--- src/rtl/fitness_wb_collector.sv ---
// Collects fitness_eval results into a per-generation register file and tracks the best individual.
// Latency: a write lands at the clock edge that samples it; a read returns data one cycle after rd_en_i.
// Backpressure: none. One write and one read are accepted every cycle, and fitness_eval never stalls.
// Ports: clk_i/rst_n (async, active-low); gen_start_i opens a generation; in_valid_i/energy_i/
//   individual_vec_i/ind_idx_i form the write port; rd_en_i/rd_idx_i -> rd_*_ff_o form the registered
//   read port; best_*_ff_o, collected_cnt_ff_o, gen_done_ff_o, busy_o and idx_err_ff_o give status.
module fitness_wb_collector #(
  parameter int SELF_FIT_LENGTH   = 10,
  parameter int INDIVIDUAL_LENGTH = 22,
  parameter int POP_SIZE          = 50,
  parameter int IDX_WIDTH         = 8
) (
  input  logic                         clk_i,
  input  logic                         rst_n,
  input  logic                         gen_start_i,
  input  logic                         in_valid_i,
  input  logic [SELF_FIT_LENGTH-1:0]   energy_i,
  input  logic [INDIVIDUAL_LENGTH-1:0] individual_vec_i,
  input  logic [IDX_WIDTH-1:0]         ind_idx_i,
  input  logic                         rd_en_i,
  input  logic [IDX_WIDTH-1:0]         rd_idx_i,
  output logic                         rd_valid_ff_o,
  output logic [SELF_FIT_LENGTH-1:0]   rd_energy_ff_o,
  output logic [INDIVIDUAL_LENGTH-1:0] rd_individual_ff_o,
  output logic [SELF_FIT_LENGTH-1:0]   best_energy_ff_o,
  output logic [INDIVIDUAL_LENGTH-1:0] best_individual_ff_o,
  output logic [IDX_WIDTH-1:0]         best_idx_ff_o,
  output logic [IDX_WIDTH-1:0]         collected_cnt_ff_o,
  output logic                         gen_done_ff_o,
  output logic                         busy_o,
  output logic                         idx_err_ff_o
);

  localparam int AW = (POP_SIZE > 1) ? $clog2(POP_SIZE) : 1;
  localparam int DW = SELF_FIT_LENGTH + INDIVIDUAL_LENGTH;
  localparam logic [IDX_WIDTH-1:0] POP_IDX  = IDX_WIDTH'(POP_SIZE);
  localparam logic [IDX_WIDTH-1:0] POP_LAST = IDX_WIDTH'(POP_SIZE - 1);

  localparam logic [1:0] IDLE    = 2'd0;
  localparam logic [1:0] COLLECT = 2'd1;
  localparam logic [1:0] DONE    = 2'd2;

  logic [1:0]          state_ff;
  logic [DW-1:0]       mem_ff [POP_SIZE];
  logic [POP_SIZE-1:0] bitmap_ff;

  logic          wr_in_range;
  logic          rd_in_range;
  logic [AW-1:0] wr_a;
  logic [AW-1:0] rd_a;
  logic          do_wr;

  assign wr_in_range = (ind_idx_i < POP_IDX);
  assign rd_in_range = (rd_idx_i < POP_IDX);
  assign wr_a        = ind_idx_i[AW-1:0];
  assign rd_a        = rd_idx_i[AW-1:0];
  // A simultaneous gen_start_i takes priority, so the sample presented in that cycle is dropped.
  assign do_wr       = (state_ff == COLLECT) && in_valid_i && !gen_start_i && wr_in_range;
  assign busy_o      = (state_ff == COLLECT);

  // Control, bitmap and best tracking.
  always_ff @(posedge clk_i or negedge rst_n) begin
    if (!rst_n) begin
      state_ff             <= IDLE;
      bitmap_ff            <= '0;
      collected_cnt_ff_o   <= '0;
      best_energy_ff_o     <= '1;
      best_individual_ff_o <= '0;
      best_idx_ff_o        <= '0;
      gen_done_ff_o        <= 1'b0;
      idx_err_ff_o         <= 1'b0;
    end else begin
      gen_done_ff_o <= 1'b0;
      if (gen_start_i) begin
        // Opening a generation also aborts one in progress; no done pulse is raised.
        state_ff             <= COLLECT;
        bitmap_ff            <= '0;
        collected_cnt_ff_o   <= '0;
        best_energy_ff_o     <= '1;
        best_individual_ff_o <= '0;
        best_idx_ff_o        <= '0;
        idx_err_ff_o         <= 1'b0;
      end else if (state_ff == COLLECT && in_valid_i) begin
        if (wr_in_range) begin
          if (!bitmap_ff[wr_a]) begin
            bitmap_ff[wr_a]    <= 1'b1;
            collected_cnt_ff_o <= collected_cnt_ff_o + 1'b1;
            if (collected_cnt_ff_o == POP_LAST) begin
              state_ff      <= DONE;
              gen_done_ff_o <= 1'b1;
            end
          end
          // Strict compare: ties keep the earlier holder, and a worse overwrite of the
          // best slot leaves the recorded best untouched.
          if (energy_i < best_energy_ff_o) begin
            best_energy_ff_o     <= energy_i;
            best_individual_ff_o <= individual_vec_i;
            best_idx_ff_o        <= ind_idx_i;
          end
        end else begin
          idx_err_ff_o <= 1'b1;
        end
      end
    end
  end

  // Storage. It is deliberately kept across generations; only reset clears it.
  always_ff @(posedge clk_i or negedge rst_n) begin
    if (!rst_n) begin
      for (int i = 0; i < POP_SIZE; i++) mem_ff[i] <= '0;
    end else if (do_wr) begin
      mem_ff[wr_a] <= {energy_i, individual_vec_i};
    end
  end

  // Registered read port. It samples the array before this edge's write, which gives
  // read-before-write on a same-slot collision.
  always_ff @(posedge clk_i or negedge rst_n) begin
    if (!rst_n) begin
      rd_valid_ff_o      <= 1'b0;
      rd_energy_ff_o     <= '0;
      rd_individual_ff_o <= '0;
    end else begin
      rd_valid_ff_o <= rd_en_i;
      if (rd_en_i) begin
        if (rd_in_range) begin
          {rd_energy_ff_o, rd_individual_ff_o} <= mem_ff[rd_a];
        end else begin
          rd_energy_ff_o     <= '0;
          rd_individual_ff_o <= '0;
        end
      end
    end
  end

endmodule

--- config.mk ---
export PLATFORM = sky130hd
export DESIGN_NAME = fitness_wb_collector
export DESIGN_NICKNAME = d
export VERILOG_FILES = /design/src/rtl/fitness_wb_collector.sv
export SDC_FILE = /design/constraint.sdc
export NUM_CORES = 2
export LEC_CHECK = 0
export CORE_ASPECT_RATIO = 0.7
export CORE_MARGIN = 8
export CORE_UTILIZATION = 63
export CTS_CLUSTER_SIZE = 10
export DETAILED_ROUTE_END_ITERATION = 7
export PLACE_DENSITY = 0.84
export REMOVE_ABC_BUFFERS = 1
export SYNTH_ARGS = -nofsm -noshare
export SYNTH_HDL_FRONTEND = slang
export SYNTH_SLANG_ARGS = --single-unit
export TNS_END_PERCENT = 100
--- constraint.sdc ---
create_clock -name clk_i -period 3.5 [get_ports clk_i]
set_clock_uncertainty 0.15 [all_clocks]
set_input_delay 0.875 -clock clk_i [delete_from_list [all_inputs] [get_ports clk_i]]
set_output_delay 0.875 -clock clk_i [all_outputs]
set_load 0.01 [all_outputs]
==> flow_summary.json <==
{
  "grt_setup_unrepaired": "no",
  "min_period_ps": 3340,
  "ys_seq_area_share_pct": 55.1,
  "cts-root-buf": "clkbuf_16",
  "first_pass_iters": 5,
  "async_reset_ff_share_pct": 100,
  "yosysTopAreaCell": "dfrtp_1",
  "placed_area_um2": 85600,
  "mostFrequentLayoutCells": "dfrtp_1, mux2_2, mux4_2",
  "required_ps": 4010,
  "die_h_um": 312,
  "crit_path_start": "ind_idx_i[1]",
  "relSlewSlack_pct": 12.6,
  "grt_pass1_wl_mm": 345,
  "crit_type": "primary input to flop",
  "grt_max_degree": 124,
  "final_common_cell": "dfrtp_1",
  "fillers": 7297,
  "timing.fmax_ghz": 0.299,
  "synth_seq_cells": 1735,
  "htreeDepth": 4,
  "vias": 49629,
  "fp.coreArea_um2": 124000,
  "area_growth_pct": 15.2,
  "hold_viol": 0,
  "cts_buffer_depth": 3,
  "vias_per_cell": 6.90,
  "clock-sinks": 1735,
  "timing.max_cap.violations": 0,
  "ff2ff_path_depth": 9,
  "vdd_drop_max_mv": 0.441,
  "timing.rr.end": "mem_ff[212]",
  "use_met1_pct": 47.5,
  "synth_cell_types": 72,
  "die-area_um2": 137000,
  "cts.clk_slew.worst_paths_ps": 60,
  "syn_inst": 5227,
  "antenna_found_initial": 17,
  "drive_gt1_share_pct": 48.3,
  "crit_path_max_fanout": 18,
  "powerDensity_nw_per_um2": 455,
  "use_met2_pct": 49.1,
  "synth_edf_count": 0,
  "io_buffers": 136,
  "drc": 0,
  "die_x_um": 439,
  "cp.arrival_ps": 3860,
  "cp-end-kind": "flop",
  "grt.busiest_layer": "met2",
  "status": "complete, no violations",
  "hpwlAfterDp_mm": 144,
  "post_cts_buffers": 0,
  "slew_violations": 0,
  "reg2reg_slack_ps": 430,
  "hp-class": "primary input to flop",
  "cts_resized": 0,
  "syn_avg_cell_area_um2": 15.1,
  "worst_pin_slew_ps": 1310,
  "stdcell_area_um2": 90800,
  "ys_dominant_reg_cell": "dfrtp_1",
  "wl_per_cell_um": 31.4,
  "utilization_pct": 73.2,
  "cp-start-kind": "primary input",
  "grt_usage_pct": 33.3,
  "insertion_delay_ps": 810,
  "drt_wl_total_mm": 226,
  "setup_violations": 0,
  "rows": 108,
  "total_power_uw": 41300,
  "worstSetupEndpoint": "mem_ff[212]",
  "ant_nets": 0,
  "grt.overflow.total": 0,
  "ys_warn_count": 0,
  "grt_pass1_vias": 53027,
  "r2r_start": "state_ff[1]",
  "p_leak_uw": 0.0439,
  "numCtsBuffers": 191,
  "hold_buffers": 1,
  "cts_tree": "built",
  "first_iter_violations": 5114,
  "grt_use_met3_pct": 9.73,
  "start_util_pct": 63.5,
  "io-pin-count": 137,
  "final_nets": 5574,
  "synth.area.top_cells": "dfrtp_1, mux2_2, mux4_2, mux2i_1, mux2_1",
  "fin_crit_sh_pct": 95.5,
  "synth_top_area_share_pct": 54.8,
  "gp_congestion": 0.921,
  "syn_area_um2": 78800
}
[cells in the mapped netlist, types with 16 or more instances]
master	number
nor3_1	22
a31oi_1	19
mux2_1	134
mux4_2	369
o211ai_1	16
nand2_1	137
o31ai_1	22
clkbuf_1	273
o22ai_1	31
buf_1	48
nor2_1	155
dfrtp_1	1725
inv_1	24
mux2i_1	151
buf_4	16
o221ai_1	29
mux2_2	1524
a21oi_1	70
a22oi_1	21
nand2b_1	26
a22o_1	17
a21o_1	20
buf_2	165
o21ai_0	38
[kinds of logic (layout without fill, tap and decap cells)]
group / count (synthesis) / after routing / synth area share [%]
multiplexers: 2179 / 2179 / 36.2
flip-flops: 1735 / 1735 / 55.1
buffers and inverters: 535 / 848 / 2.95
AND/OR/NAND/NOR: 404 / 404 / 2.30
AO/OA/AOI/OAI: 362 / 362 / 3.24
adder cells (fa/ha/maj): 11 / 11 / 0.175
XOR/XNOR: 1 / 1 / 0.0111
other: 0 / 3 / 0
[routing by layer]
layer | routed length, um | share of wire (%)
met1 | 89700 | 40
met2 | 101000 | 45
met3 | 26200 | 12
met4 | 9120 | 4.0
met5 | 80 | 0.035
[area by class of cell]
type	instances	area, um^2	area share, %
clock inverters	4	46.3	0.0510
multi-input cells	2957	33400	36.8
inverters	27	106	0.117
clock buffers	219	5060	5.58
diodes	3	7.51	0.00827
flip-flops and latches	1735	43400	47.8
repair buffers	598	6680	7.36
well taps	1650	2060	2.27
[worst max-delay path: stages]
cell and delay, ps:
clkdlybuf4s50_1 570, nor3_4 240, nor2_1 80, or4_1 550, buf_4 200, or3_1 370, buf_4 200, nor2_4 150
buf_12 210, mux2_2 360
[registers in the layout, summed over array words and instances, names as in the netlist, 2 cells and up]
signal / count
state_ff: 2
best_idx_ff_o: 8
bitmap_ff: 50
mem_ff: 1600
rd_energy_ff_o: 10
collected_cnt_ff_o: 8
best_energy_ff_o: 10
rd_individual_ff_o: 22
best_individual_ff_o: 22
[worst min-delay path by stage]
| stage | start | to | slack (ps) | depth (start not counted) |
|---|---|---|---|---|
| after floorplan | state_ff[0] | state_ff[0] | 290 | 1 |
| after global placement | state_ff[0] | state_ff[0] | 310 | 1 |
| after detailed placement | state_ff[0] | state_ff[0] | 310 | 1 |
| after CTS | gen_start_i | bitmap_ff[5] | 140 | 2 |
| after global routing | gen_start_i | bitmap_ff[4] | 200 | 2 |
| final | gen_start_i | bitmap_ff[5] | 190 | 2 |
[where the power goes]
| group | internal (uW) | switching [uW] | total [uW] |
|---|---|---|---|
| Sequential | 20500 | 234 | 20700 |
| Combinational | 1170 | 1790 | 2960 |
| Clock | 10000 | 7640 | 17600 |
| Total | 31700 | 9670 | 41300 |
[stage by stage]
step	hold WS [ps]	TNS, ps	setup WS [ps]	instances
CTS	141	0	246	7190
finish	191	0	157	7193
detailed placement	310	-664860	-595	6966
global placement	305	-555780	-525	6966
global route	204	0	48.6	7190
floorplan	293	-742890	-1120	4719
Note: power is estimated with default switching activity, not from simulation.
